$ cat config.mk
export PLATFORM = sky130hd
export DESIGN_NAME = uart_tx
export DESIGN_NICKNAME = d
export VERILOG_FILES = /design/src/rtl/uart_pkg.sv /design/src/rtl/uart_bit_timer.sv /design/src/rtl/uart_tx.sv
export SDC_FILE = /design/constraint.sdc
export NUM_CORES = 1
export LEC_CHECK = 0
export ABC_AREA = 1
export CORE_UTILIZATION = 49
export CTS_CLUSTER_SIZE = 25
export DETAILED_ROUTE_END_ITERATION = 8
export PLACE_DENSITY = 0.78
export SKIP_LAST_GASP = 1
export SYNTH_ARGS = -nofsm -noshare
export SYNTH_HDL_FRONTEND = slang
export SYNTH_HIERARCHICAL = 1
export SYNTH_SLANG_ARGS = --single-unit
$ cat constraint.sdc
create_clock -name clk -period 1.74 [get_ports clk]
set_clock_uncertainty 0.15 [all_clocks]
set_input_delay 0.261 -clock clk [delete_from_list [all_inputs] [get_ports clk]]
set_output_delay 0.261 -clock clk [all_outputs]
set_load 0.02 [all_outputs]
$ cat src/rtl/uart_pkg.sv
// uart_pkg
// Shared definitions for the UART transmit and receive paths: the frame
// state encoding, frame geometry constants and the parity helper that both
// the transmitter and the receive-side checker use.
package uart_pkg;

   typedef enum logic [2:0] {
      ST_IDLE   = 3'd0,
      ST_START  = 3'd1,
      ST_DATA   = 3'd2,
      ST_PARITY = 3'd3,
      ST_STOP   = 3'd4
   } uart_state_e;

   localparam int DATA_BITS  = 8;
   localparam int FRAME_BITS = 11;

   // Even parity is the XOR of all bits; odd parity is its inverse.
   function automatic logic uart_parity(input logic [DATA_BITS-1:0] data,
                                        input logic                 odd);
      return odd ? ~^data : ^data;
   endfunction

endpackage

$ cat src/rtl/uart_bit_timer.sv
// uart_bit_timer
// Counts clocks within one serial bit and flags the last clock of the bit.
// Ports:
//   clk, reset : clock and asynchronous active-high reset
//   clear      : forces the counter back to 0 (frame acceptance)
//   run        : counter advances only while a frame is in progress
//   bit_end    : high on the final clock of the current bit
module uart_bit_timer #(
   parameter int unsigned CLKS_PER_BIT = 8
) (
   input  logic clk,
   input  logic reset,
   input  logic clear,
   input  logic run,
   output logic bit_end
);

   localparam int unsigned CNT_W = (CLKS_PER_BIT > 1) ? $clog2(CLKS_PER_BIT) : 1;
   localparam logic [CNT_W-1:0] LAST = CNT_W'(CLKS_PER_BIT - 1);

   logic [CNT_W-1:0] cnt_q, cnt_d;

   // Wrap to 0 at each bit end so every bit lasts exactly CLKS_PER_BIT clocks.
   always_comb begin
      cnt_d = cnt_q;
      if (clear) begin
         cnt_d = '0;
      end else if (run) begin
         if (cnt_q == LAST) begin
            cnt_d = '0;
         end else begin
            cnt_d = cnt_q + 1'b1;
         end
      end
   end

   always_ff @(posedge clk or posedge reset) begin
      if (reset) begin
         cnt_q <= '0;
      end else begin
         cnt_q <= cnt_d;
      end
   end

   assign bit_end = run && (cnt_q == LAST);

endmodule

$ cat src/rtl/uart_tx.sv
// uart_tx
// UART transmitter: accepts one byte over a valid/ready handshake and sends
// an 11-bit frame (start, 8 data bits LSB first, parity, stop) on tx.
// Ports:
//   clk, reset : clock and asynchronous active-high reset
//   tx_data    : byte to send, sampled only when accepted
//   tx_valid   : source has a byte
//   tx_ready   : block can accept (IDLE only)
//   tx         : registered serial line, idles high
//   tx_busy    : frame in progress
//   tx_done    : one-clock pulse after the stop bit completes
module uart_tx
   import uart_pkg::*;
#(
   parameter int unsigned CLKS_PER_BIT = 8,
   parameter bit          PARITY_ODD   = 1'b0
) (
   input  logic                 clk,
   input  logic                 reset,
   input  logic [DATA_BITS-1:0] tx_data,
   input  logic                 tx_valid,
   output logic                 tx_ready,
   output logic                 tx,
   output logic                 tx_busy,
   output logic                 tx_done
);

   uart_state_e          state_q, state_d;
   logic [DATA_BITS-1:0] shreg_q, shreg_d;
   logic [2:0]           idx_q, idx_d;
   logic                 parity_q, parity_d;
   logic                 tx_q, tx_d;
   logic                 tx_done_q, tx_done_d;
   logic                 accept;
   logic                 bit_end;

   assign tx_ready = (state_q == ST_IDLE);
   assign tx_busy  = ~tx_ready;
   assign accept   = tx_valid && tx_ready;

   uart_bit_timer #(
      .CLKS_PER_BIT(CLKS_PER_BIT)
   ) u_bit_timer (
      .clk    (clk),
      .reset  (reset),
      .clear  (accept),
      .run    (tx_busy),
      .bit_end(bit_end)
   );

   // tx is registered, so its next value is decoded from the next state;
   // that way the line changes on the same edge the state does.
   always_comb begin
      state_d   = state_q;
      shreg_d   = shreg_q;
      idx_d     = idx_q;
      parity_d  = parity_q;
      tx_done_d = 1'b0;
      tx_d      = 1'b1;

      case (state_q)
         ST_IDLE: begin
            if (accept) begin
               state_d  = ST_START;
               shreg_d  = tx_data;
               parity_d = uart_parity(tx_data, PARITY_ODD);
            end
         end
         ST_START: begin
            if (bit_end) begin
               state_d = ST_DATA;
               idx_d   = '0;
            end
         end
         ST_DATA: begin
            if (bit_end) begin
               shreg_d = shreg_q >> 1;
               idx_d   = idx_q + 1'b1;
               if (idx_q == 3'(DATA_BITS - 1)) begin
                  state_d = ST_PARITY;
               end
            end
         end
         ST_PARITY: begin
            if (bit_end) begin
               state_d = ST_STOP;
            end
         end
         ST_STOP: begin
            if (bit_end) begin
               state_d   = ST_IDLE;
               tx_done_d = 1'b1;
            end
         end
         default: begin
            state_d = ST_IDLE;
         end
      endcase

      case (state_d)
         ST_START:  tx_d = 1'b0;
         ST_DATA:   tx_d = shreg_d[0];
         ST_PARITY: tx_d = parity_d;
         default:   tx_d = 1'b1;
      endcase
   end

   always_ff @(posedge clk or posedge reset) begin
      if (reset) begin
         state_q   <= ST_IDLE;
         shreg_q   <= '0;
         idx_q     <= '0;
         parity_q  <= 1'b0;
         tx_q      <= 1'b1;
         tx_done_q <= 1'b0;
      end else begin
         state_q   <= state_d;
         shreg_q   <= shreg_d;
         idx_q     <= idx_d;
         parity_q  <= parity_d;
         tx_q      <= tx_d;
         tx_done_q <= tx_done_d;
      end
   end

   assign tx      = tx_q;
   assign tx_done = tx_done_q;

endmodule
==> flow_summary.toml <==
[status]
status = "finished, violations left"
failed_checks = "hold timing"

[final_layout]
drive_above_1_share_pct = 21.9
final_cells = 215
areaGrowthSynthToFinish_pct = 28.1
fillers = 199
nets = 203
antennaDiodeCount = 0
multiInputGateArea_um2 = 618
seq_area_um2 = 502

[grt]
track_usage_pct = 21.2
grt_pass1_vias = 1059
grt_max_degree = 18
grt_overflow_total = 0
antenna_found_initial = 0
grt_pass1_wl_mm = 4.07

[clock_tree]
clkTransAtPathRegs_ns = 0.11
cts_tree = "yes"
cts_sinks = 20
numCtsBuffers = 3
ctsHoldBuffers = 0
root_buffer = "clkbuf_4"
clockBufferDepth = 2
clkLatencyLatePin_ns = 0.30
htree_levels = 1

[critical_path]
critPathLaunchType = "flip-flop"
endpoint_kind = "flip-flop"
timing.rr.end = "tx"
worstPathRequired_ns = 1.83
rr_worst_depth = 11
worst_ep_arrival_time_ns = 1.81
crit_fanout = 5
rrSetupSlack_ns = 0.02
timing.rr.start = "u_bit_timer/cnt_q[0]"
worstSetupStartpoint = "u_bit_timer/cnt_q[0]"
critPathCapture = "tx"
crit_type = "flip-flop to flip-flop"

[timing]
final.setup.tns_ns = 0
fin_crit_ns = 1.72
worstMarginPinSlew_ns = 0.423
finalSetupViolations = 0
whs_ns = -0.00335
max_slew_margin_pct = 71.6
slew_viol_final = 0
timing.final.crit_share_pct = 98.8
clock.fmax_mhz = 582
finalHoldViolations = 3
rsz0062_at_grt = "true"

[pwr]
ir_worst_vdd_uv = 419
power_density_nw_per_um2 = 604
power.leakage_nw = 0.787

[yosys]
async_reset_ff_share_pct = 100
synthFlopType = "dfrtp_1"
synthCells = 159
synth_common_cells = "nand2_1 (65), inv_1 (20), dfrtp_1 (19)"
synth.distinct_cells = 24
syn_area_um2 = 1190
synth_area_leaders = "dfrtp_1 (40%), nand2_1 (21%), inv_1 (6.3%), o211ai_1 (4.4%), ha_1 (4.2%)"
synth_seq_cells = 20
synth_edf_count = 0
netlist.area_leader.share_pct = 40.0
syn_area_per_cell_um2 = 7.47
syn_nets = 174
post-synth-top-count-cell = "nand2_1"
yosys_warnings = 6
synth_area_leader_cell = "dfrtp_1"
ys_seq_area_share_pct = 42.3

[placed_design]
dp.cells = 209
finalWeightedCongestion = 0.808
dp_hpwl_mm = 1.90
port_buffers = 14

[routing]
via_count = 1079
viasPerCell = 5.02
drtIter0Drc = 29
drc_errors = 0
antenna_left = 0
finalWirelength_mm = 2.39
avgRoutedWirePerCell_um = 11.1
firstDrtPassIters = 4

[die]
coreArea_um2 = 2250
dieHeight_um = 51.2
start_util_pct = 52.7
die_x_um = 51.2
ios = 15
fp-row-count = 17
die_area_um2 = 2620

[worst_hold_path]
hold_class = "input port to async pin"

[run]
maxCapViolCount = 0
power breakdown:
part           internal [W]  switching [W]   total, W
combinational     0.0000355      0.0000457  0.0000812
sequential         0.000465              0   0.000465
clock              0.000233       0.000140   0.000373
total              0.000733       0.000186   0.000919
cell usage in the layout (no fill, tap or decap), types with 4 or more instances in the layout:
master | netlist | final
inv_2 | 4 | 4
clkdlybuf4s50_1 | 0 | 11
buf_4 | 0 | 10
o211ai_1 | 7 | 7
o21ai_0 | 5 | 4
nand2_1 | 65 | 63
nor2_1 | 9 | 8
dfrtp_1 | 19 | 19
inv_1 | 20 | 19
nand2_2 | 3 | 5
nand3_1 | 6 | 6
worst min path at each step:
stage | from | end | slack (ns) | cells past startpoint
after global placement | idx_q[0] | idx_q[0] | 0.31 | 1
after floorplan | reset | u_bit_timer/cnt_q[0] | -0.14 | 1
final | reset | u_bit_timer/cnt_q[0] | -0.003 | 2
after detailed placement | reset | u_bit_timer/cnt_q[2] | 0.32 | 2
after CTS | reset | u_bit_timer/cnt_q[2] | 0.003 | 2
after global routing | reset | u_bit_timer/cnt_q[2] | 0.02 | 2
state kept, by name, summed over array words and instances (netlist names):
name and cells:
shreg_q 8, idx_q 3, state_q 3, u_bit_timer/cnt_q 3, parity_q 1, tx 1
tx_done 1
metrics by stage:
step | utilization, % | instance area, um^2 | power [W] | setup slack (ns)
CTS | 67.4 | 1520 | 0.000927 | -0.0561
floorplan | - | 1200 | 0.000516 | -0.0167
finish | 67.5 | 1520 | 0.000919 | 0.0208
global route | 67.5 | 1520 | 0.000956 | -0.0877
detailed placement | 63.8 | 1440 | 0.000556 | -0.0379
global placement | 63.8 | 1440 | 0.000551 | 0.0275
area by class of cell:
class,instances,area share (%)
clock buffer,3,1.48
multi-input combinational,114,40.6
sequential,20,33.0
clock inverter,1,1.97
timing repair buffer,24,13.8
tap,28,2.30
inverter,25,6.83
repair_timing:
| item | 4_1_cts | 5_1_grt |
|---|---|---|
| gates resized for setup | 8 | 4 |
| gates cloned | 0 | 0 |
| setup buffers | 2 | 0 |
| pin swaps | 4 | 0 |
| setup endpoints to repair | 4 | 6 |
worst max-delay path, cell delays in order (launching register included):
cell,delay (ns)
dfrtp_1,0.38
ha_2,0.20
ha_4,0.13
nand2_2,0.05
inv_2,0.09
nand2_2,0.08
inv_1,0.06
nor2_1,0.04
or2_4,0.26
nor2_2,0.11
nand2_1,0.06
nand3_1,0.07
routing by layer:
metal	track usage [%]	vias to the layer above	wire length, um
li1	-	551	-
met1	22.7	494	1020
met2	41.7	28	1220
met3	2.98	6	106
met4	7.21	0	39
met5	0	-	0
logic make-up after synthesis:
| group | share of synthesized area [%] |
|---|---|
| flops | 42.3 |
| buf+inv | 8.11 |
| fa+ha+maj | 4.22 |
| simple gates | 34.5 |
| compound gates | 11.0 |
No activity file was read; power rests on OpenSTA's default activity.
